$ cat src/rtl/pipelined_adder.sv
// Pipelined ripple-carry adder: WIDTH bits split into STAGES chunks, one chunk per stage, valid/ready on both ends.
// Optional subtract support is enabled by defining PIPELINED_ADDER_SUB_EN.
module pipelined_adder #(
    parameter int unsigned WIDTH  = 32,
    parameter int unsigned STAGES = 4
) (
    input  logic             clk,
    input  logic             rst_n,
    input  logic             in_valid,
    output logic             in_ready,
    input  logic [WIDTH-1:0] a,
    input  logic [WIDTH-1:0] b,
    input  logic             cin,
    input  logic             sub,
    output logic             out_valid,
    input  logic             out_ready,
    output logic [WIDTH-1:0] sum,
    output logic             cout,
    output logic             ovf
);

    localparam int unsigned CHUNK = WIDTH / STAGES;

    if (STAGES == 0 || (WIDTH % STAGES) != 0) begin : g_bad_cfg
        $error("pipelined_adder: WIDTH must be a non-zero multiple of STAGES");
    end

    logic [WIDTH-1:0]  b_eff;
    logic              cin_eff;
    logic [STAGES-1:0] v;
    logic [STAGES-1:0] load;

`ifdef PIPELINED_ADDER_SUB_EN
    assign b_eff   = sub ? ~b : b;
    assign cin_eff = cin ^ sub;
`else
    logic unused_sub;
    assign unused_sub = sub;
    assign b_eff      = b;
    assign cin_eff    = cin;
`endif

    // A stage may load when it, or any stage downstream of it, has a free slot
    // this cycle (load[k] = !v[k] || load[k+1], with out_ready closing the chain).
    always_comb begin
        logic        free;
        int unsigned idx;
        load = '0;
        free = out_ready;
        for (int unsigned j = 0; j < STAGES; j++) begin
            idx       = STAGES - 1 - j;
            free      = free | ~v[idx];
            load[idx] = free;
        end
    end

    assign in_ready = load[0];

    for (genvar k = 0; k < STAGES; k++) begin : g_stage
        logic             vr;
        logic [WIDTH-1:0] ar;
        logic [WIDTH-1:0] br;
        logic [WIDTH-1:0] sr;
        logic             cr;

        logic             src_v;
        logic [WIDTH-1:0] src_a;
        logic [WIDTH-1:0] src_b;
        logic [WIDTH-1:0] src_s;
        logic             src_c;
        logic [CHUNK:0]   part;
        logic [WIDTH-1:0] nxt_s;

        if (k == 0) begin : g_src_in
            assign src_v = in_valid;
            assign src_a = a;
            assign src_b = b_eff;
            assign src_s = '0;
            assign src_c = cin_eff;
        end else begin : g_src_prev
            assign src_v = g_stage[k-1].vr;
            assign src_a = g_stage[k-1].ar;
            assign src_b = g_stage[k-1].br;
            assign src_s = g_stage[k-1].sr;
            assign src_c = g_stage[k-1].cr;
        end

        assign part = {1'b0, src_a[k*CHUNK +: CHUNK]}
                    + {1'b0, src_b[k*CHUNK +: CHUNK]}
                    + {{CHUNK{1'b0}}, src_c};

        always_comb begin
            nxt_s                    = src_s;
            nxt_s[k*CHUNK +: CHUNK]  = part[CHUNK-1:0];
        end

        always_ff @(posedge clk or negedge rst_n) begin
            if (!rst_n) begin
                vr <= 1'b0;
                ar <= '0;
                br <= '0;
                sr <= '0;
                cr <= 1'b0;
            end else if (load[k]) begin
                vr <= src_v;
                ar <= src_a;
                br <= src_b;
                sr <= nxt_s;
                cr <= part[CHUNK];
            end
        end

        assign v[k] = vr;
    end

    assign out_valid = v[STAGES-1];
    assign sum       = out_valid ? g_stage[STAGES-1].sr : '0;
    assign cout      = out_valid & g_stage[STAGES-1].cr;
    assign ovf       = out_valid
                     & (g_stage[STAGES-1].ar[WIDTH-1] == g_stage[STAGES-1].br[WIDTH-1])
                     & (g_stage[STAGES-1].sr[WIDTH-1] != g_stage[STAGES-1].ar[WIDTH-1]);

endmodule

$ cat config.mk
export PLATFORM = sky130hd
export DESIGN_NAME = pipelined_adder
export DESIGN_NICKNAME = d
export VERILOG_FILES = /design/src/rtl/pipelined_adder.sv
export SDC_FILE = /design/constraint.sdc
export NUM_CORES = 1
export LEC_CHECK = 0
export CAP_MARGIN = 10
export CELL_PAD_IN_SITES_DETAIL_PLACEMENT = 0
export CELL_PAD_IN_SITES_GLOBAL_PLACEMENT = 1
export CORE_MARGIN = 2
export CORE_UTILIZATION = 30
export CTS_BUF_LIST = sky130_fd_sc_hd__clkbuf_8
export CTS_CLUSTER_DIAMETER = 150
export DETAILED_ROUTE_END_ITERATION = 12
export HOLD_SLACK_MARGIN = 0.06
export PLACE_DENSITY = 0.69
export SLEW_MARGIN = 20
export SYNTH_ARGS = -nofsm -noshare
export SYNTH_HDL_FRONTEND = slang
export SYNTH_SLANG_ARGS = --single-unit
export TNS_END_PERCENT = 10
$ cat constraint.sdc
create_clock -name clk -period 5.2 [get_ports clk]
set_clock_uncertainty 0.2 [all_clocks]
set_input_delay 0.52 -clock clk [delete_from_list [all_inputs] [get_ports clk]]
set_output_delay 0.52 -clock clk [all_outputs]
set_load 0.05 [all_outputs]
==> metrics, run 1 <==
outcome complete, no violations; GRT Total Usage 12.6%; count leader, synth nand2_1; share of cells above drive strength 1 9.87%; largest net degree at the start of global routing 98; Final ANT Viol Nets 0; Iter 0 DRT Violations 249; Leak 4.90 nW; CTS tree done; register area share after synthesis 54.8%; H-tree depth 4; chip height 172 um; Synth area leader dfrtp_1; vias in the first global route 5625; hold_sp g_stage[3].sr[17]$_DFFE_PN0P_; initial antenna violation count 0; Placed Area 9870 um^2; setup TNS 0 ps; Max-Cap Viols 0; PortBufs 104; worst min path class reg2reg; Synth Warn # 0; final period utilization 64.3%; Initial Util 30.5%; Startpoint Class flop; hpwl dp 11900 um; post-route cell area 10300 um^2; Die W 172 um; async set or reset register ratio after synthesis 100%; Mapped Nets 941; CTS clk-pin slew, worst paths 100 ps; Fmax achieved 299 MHz; worst slew pin tran 797 ps; FF+latch count, synth 186; Slew Viols, Final 0; clock buffer depth 2; crit path launch out_valid$_DFFE_PN0P_; n_diodes 0; die area 29700 um^2; CP required 4480 ps; Nets 1035; RSZ-0062 raised after global routing no; Worst-Skew Late Latency 460 ps; worst rel slew slack 46.9%; final WL 17600 um; number of flops mapped to enable cells by yosys 0; Initial DRT Pass Iterations 4; Syn-to-layout area delta 21.2%; dominant synthesized flop cell dfrtp_1; Vias 5680; cts bufs inserted 17; via/cell ratio 4.30; Crit Path Class reg2out; Post-Synthesis Cells 835; DRC Markers 0; Fin. Hold Viols 0; Core Area 27900 um^2; WL/cell 13.3 um; fin crit period 3350 ps; final setup fails 0; GP Congestion 0.735; syn avg cell area 10.2 um^2; top cells by count, synth nand2_1 (314), dfrtp_1 (186), and2_1 (34); synth unique cells 38; Root Buffer clkbuf_8; # IOs 106; global route overflow 0; P per Cell Area 438 nW/um^2; Critical Path AT 2630 ps; worst flop-to-flop path startpoint out_valid$_DFFE_PN0P_; Max Fanout on Critical Path 46; first-pass GRT wire length 28900 um; std cell rows 61; synth top area cells dfrtp_1 (55%), nand2_1 (14%), mux2_4 (5.3%); Post-Syn Area 8500 um^2; CP Capture Type output pin; CTS Sinks 186; Max VDD drop 142 uV; cells resized by post-CTS repair 0; top cell type's share of synthesized area 54.8%
==> layout by cell type, fill, tap and decap left out, types with 12 or more instances in the layout <==
master and count:
clkdlybuf4s50_1 102, o21ai_0 33, xor2_1 12, clkbuf_8 19
a211oi_1 13, nor2_1 28, and2_1 34, a21oi_1 23
dfrtp_1 185, nand2_1 312, ha_1 28, mux2_4 30
mux2_2 15
==> stage by stage <==
step / hold slack [ps] / total power (W) / utilization (%) / setup WS [ps] / std cells
final: 266 / 0.00451 / 37.0 / 1850 / 1320
after global routing: 294 / 0.00484 / 37.0 / 1550 / 1320
after CTS: 268 / 0.00459 / 36.9 / 1260 / 1320
after detailed placement: 250 / 0.00358 / 35.4 / 1600 / 1287
after global placement: 242 / 0.00356 / 35.4 / 1610 / 1287
after floorplan: 24.4 / 0.00308 / - / 2470 / 835
==> area by class of cell <==
type                       count  area (um^2)
timing repair buffer         112         1100
sequential                   186         4660
clock buffer                  18          248
fill                        2839        17600
tap                          378          473
inverter                       9         33.8
multi-input combinational    603         3620
clock inverter                14          161
==> registers in the layout (all words and copies together) (netlist names) <==
name / cells
g_stage.cr: 4
g_stage.ar: 49
out_valid: 1
g_stage.br: 49
g_stage.sr: 80
g_stage.vr: 3
==> power breakdown <==
group	switching [W]	total [W]	internal [W]
sequential	0.000201	0.00200	0.00179
combinational	0.000912	0.00153	0.000616
clock	0.000541	0.000991	0.000450
==> path summary, 6_finish.rpt <==
path,to,slack [ps],depth (start not counted)
max,in_ready,1850,4
max reg2reg,g_stage[0].ar[13]$_DFFE_PN0P_,2150,5
min in group asynchronous,g_stage[0].ar[22]$_DFFE_PN0P_,460,2
max in group asynchronous,g_stage[0].br[31]$_DFFE_PN0P_,2990,3
min reg2reg,g_stage[3].sr[17]$_DFFE_PN0P_,270,2
min,g_stage[3].sr[17]$_DFFE_PN0P_,270,2
==> per-layer routing <==
metal | wire, um | global-route usage [%] | part of all wire (%) | vias to the layer above
li1 | - | - | - | 2912
met1 | 8900 | 17.3 | 51 | 2679
met5 | 0 | 0 | 0 | -
met4 | 256 | 4.42 | 1.5 | 0
met2 | 8000 | 20.0 | 45 | 75
met3 | 434 | 2.15 | 2.5 | 14
==> kinds of logic after synthesis <==
family          count (synthesis)  synth area share [%]
mux                            52                  8.20
flops                         186                  54.8
buf+inv                        46                  2.80
compound gates                102                  7.26
simple gates                  397                  19.3
xor+xnor                       16                  1.65
fa+ha+maj                      36                  6.01
==> critical path: stages, from the launching register on <==
cell and delay, ps:
dfrtp_2 760, nand3b_4 570, nor2_4 300, nand2_4 240, buf_4 280
==> what timing repair did <==
action	4_1_cts	5_1_grt
hold buffers	1	0
endpoints found under the hold margin	95	0
buffers inserted	0	0
Power figures use the tool's default switching activity.
==> run 2: changes to the inputs <==
==> constraint.sdc (replaced) <==
create_clock -name clk -period 3.1 [get_ports clk]
set_clock_uncertainty 0.2 [all_clocks]
set_input_delay 0.31 -clock clk [delete_from_list [all_inputs] [get_ports clk]]
set_output_delay 0.31 -clock clk [all_outputs]
set_load 0.05 [all_outputs]
==> run 2 against run 1 <==
Against the previous run:
- worst hold slack got worse by 46 ps
- critical path depth rose by 3
- cell area rose by 0.96%
- power rose by 71%
- setup slack got worse by 1300 ps
- sequential cell count did not move
- register-to-register slack got worse by 1600 ps
- wire length fell by 1.4%
- utilization rose by 0.35 points
- combinational power rose by 68%
- largest power group unchanged
- highest routed layer unchanged
==> metrics, run 2 (same netlist as run 1, synthesis figures left out) <==
outcome complete, no violations; CP required 3230 ps (-1250 ps); n_diodes 0 (unchanged); final setup fails 0 (unchanged); final WL 17400 um (-1.4%); via/cell ratio 4.27 (-0.70%); non-filler cells, final 1326 (+0.45%); switching share of power 35.5% (-1.1 points); die area 29700 um^2 (unchanged); Hold WS 219 ps (-46.5 ps); Crit Path Class reg2reg; Clock power frac 23.6% (+1.7 points); CP Capture Type flop; Initial Util 30.5% (unchanged); cts bufs inserted 17 (unchanged); Post-CTS Setup Repair Bufs 0 (unchanged); CTS Sinks 186 (unchanged); Fin. Hold Viols 0 (unchanged); worst min path class in2reg; Top Metal Used met4; Syn-to-layout area delta 22.4%; vias in the first global route 5655 (+0.53%); met1 wire length 8650 um (-2.9%); Root Buffer clkbuf_8; H-tree depth 4 (unchanged); initial antenna violation count 0 (unchanged); met2 WL post-DR 8010 um (+0.21%); WL/cell 13.1 um (-1.8%); PortBufs 104 (unchanged); Placed Cells incl. Taps 1293 (+0.47%); Initial DRT Pass Iterations 4 (unchanged); first-pass GRT wire length 28900 um (-0.17%); R2R cell count 7 (+2); Most flops, register g_stage.sr; Iter 0 DRT Violations 218 (-12%); Critical Path AT 2710 ps (+80 ps); final period utilization 83.4%; Max-Cap Viols 0 (unchanged); share of cells above drive strength 1 11.1% (+1.2 points); max FFs per register 80 (unchanged); Worst-Skew Late Latency 460 ps (about the same); Vias 5666 (-0.25%); std cell rows 61 (unchanged); met3 WL 469 um (+8.1%); Final ANT Viol Nets 0 (unchanged); Max VDD drop 246 uV (+73%); Max Fanout on Critical Path 3 (-93%); chip height 172 um (unchanged); setup TNS 0 ps (unchanged); worst slew pin tran 693 ps (-103 ps); fin util 37.3% (+0.35 points); Fmax achieved 387 MHz; highest-count cells in the layout ignoring fill and taps nand2_1 (312), dfrtp_1 (186), clkdlybuf4s50_1 (94), and2_1 (34), o21ai_0 (33); GRT Total Usage 12.4% (-0.11 points); largest net degree at the start of global routing 86 (-12%); worst rel slew slack 53.8% (+6.9 points); CTS clk-pin slew, worst paths 90 ps (about the same); P per Cell Area 744 nW/um^2 (+70%); CTS tree done; fin crit period 2590 ps; Combinational Power Share 33.2% (-0.6 points); global route overflow 0 (unchanged); Slew Viols, Final 0 (unchanged); WHS Path Cells 2 (unchanged); cells resized by post-CTS repair 0 (unchanged); clock buffer depth 2 (unchanged); commonest non-fill, non-tap cell in the layout nand2_1; Leak 4.99 nW (+1.8%); # IOs 106 (unchanged); Startpoint Class flop; Core Area 27900 um^2 (unchanged); DRC Markers 0 (unchanged); Nets 1041 (+0.58%); Regs by FF count g_stage.sr (80), g_stage.ar (49), g_stage.br (49); Flop pwr share 43.3% (-0.9 points); Die W 172 um (unchanged); RSZ-0062 raised after global routing no; hpwl dp 12000 um (+0.90%); Pint 0.00498 W (+74%); GP Congestion 0.761 (+3.6%); P_sw 0.00275 W (+66%)
==> run 2: critical path, cell delays in order (launching register included) <==
cell and delay (ps):
dfrtp_1 400, fa_1 480, fa_1 440, a211o_1 330
a211oi_1 270, o21bai_1 120, a21oi_1 150, a21oi_1 80
==> run 2: repair_timing <==
item,CTS,global route
endpoints found under the setup margin,0,0
hold buffers,1,0
endpoints found under the hold margin,83,0
==> run 2: power by group through the flow <==
stage	Sequential (W)	Clock, W	Combinational (W)
3_5_place_dp	0.00341	0	0.00261
5_1_grt	0.00344	0.00199	0.00287
6_report	0.00335	0.00182	0.00257
2_1_floorplan	0.00329	0	0.00187
4_1_cts	0.00336	0.00189	0.00262
3_3_place_gp	0.00339	0	0.00258
==> run 2: final cells by class <==
class | count | area, um^2
multi-input combinational | 603 | 3620
tap | 378 | 473
clock buffer | 19 | 262
inverter | 9 | 33.8
fill | 2840 | 17500
sequential | 186 | 4650
timing repair buffer | 118 | 1170
clock inverter | 13 | 190
==> run 2: metal layers <==
layer  up-vias  GRT usage [%]
met2        64           20.1
met3        12           2.70
li1       2937              -
met1      2653           16.9
met4         0           3.43
met5         -              0
==> run 2: path summary, 6_finish.rpt <==
check                                              startpoint                       endpoint  slack (ps)
worst max register to register   g_stage[0].ar[8]$_DFFE_PN0P_      g_stage[1].cr$_DFFE_PN0P_         510
worst max-delay path             g_stage[0].ar[8]$_DFFE_PN0P_      g_stage[1].cr$_DFFE_PN0P_         510
worst min register to register  g_stage[0].ar[30]$_DFFE_PN0P_  g_stage[1].ar[30]$_DFFE_PN0P_         260
worst min-delay path                                 in_valid      g_stage[0].vr$_DFFE_PN0P_         220
max in group asynchronous                               rst_n   g_stage[0].sr[0]$_DFFE_PN0P_        1690
min in group asynchronous                               rst_n  g_stage[0].br[22]$_DFFE_PN0P_         240
==> run 2: through the flow <==
stage          power, W  area [um^2]  setup WS, ps
2_1_floorplan   0.00516         8500           581
3_3_place_gp    0.00597         9940           323
3_5_place_dp    0.00601         9940           327
4_1_cts         0.00786        10400           463
5_1_grt         0.00830        10400           327
6_report        0.00773        10400           514
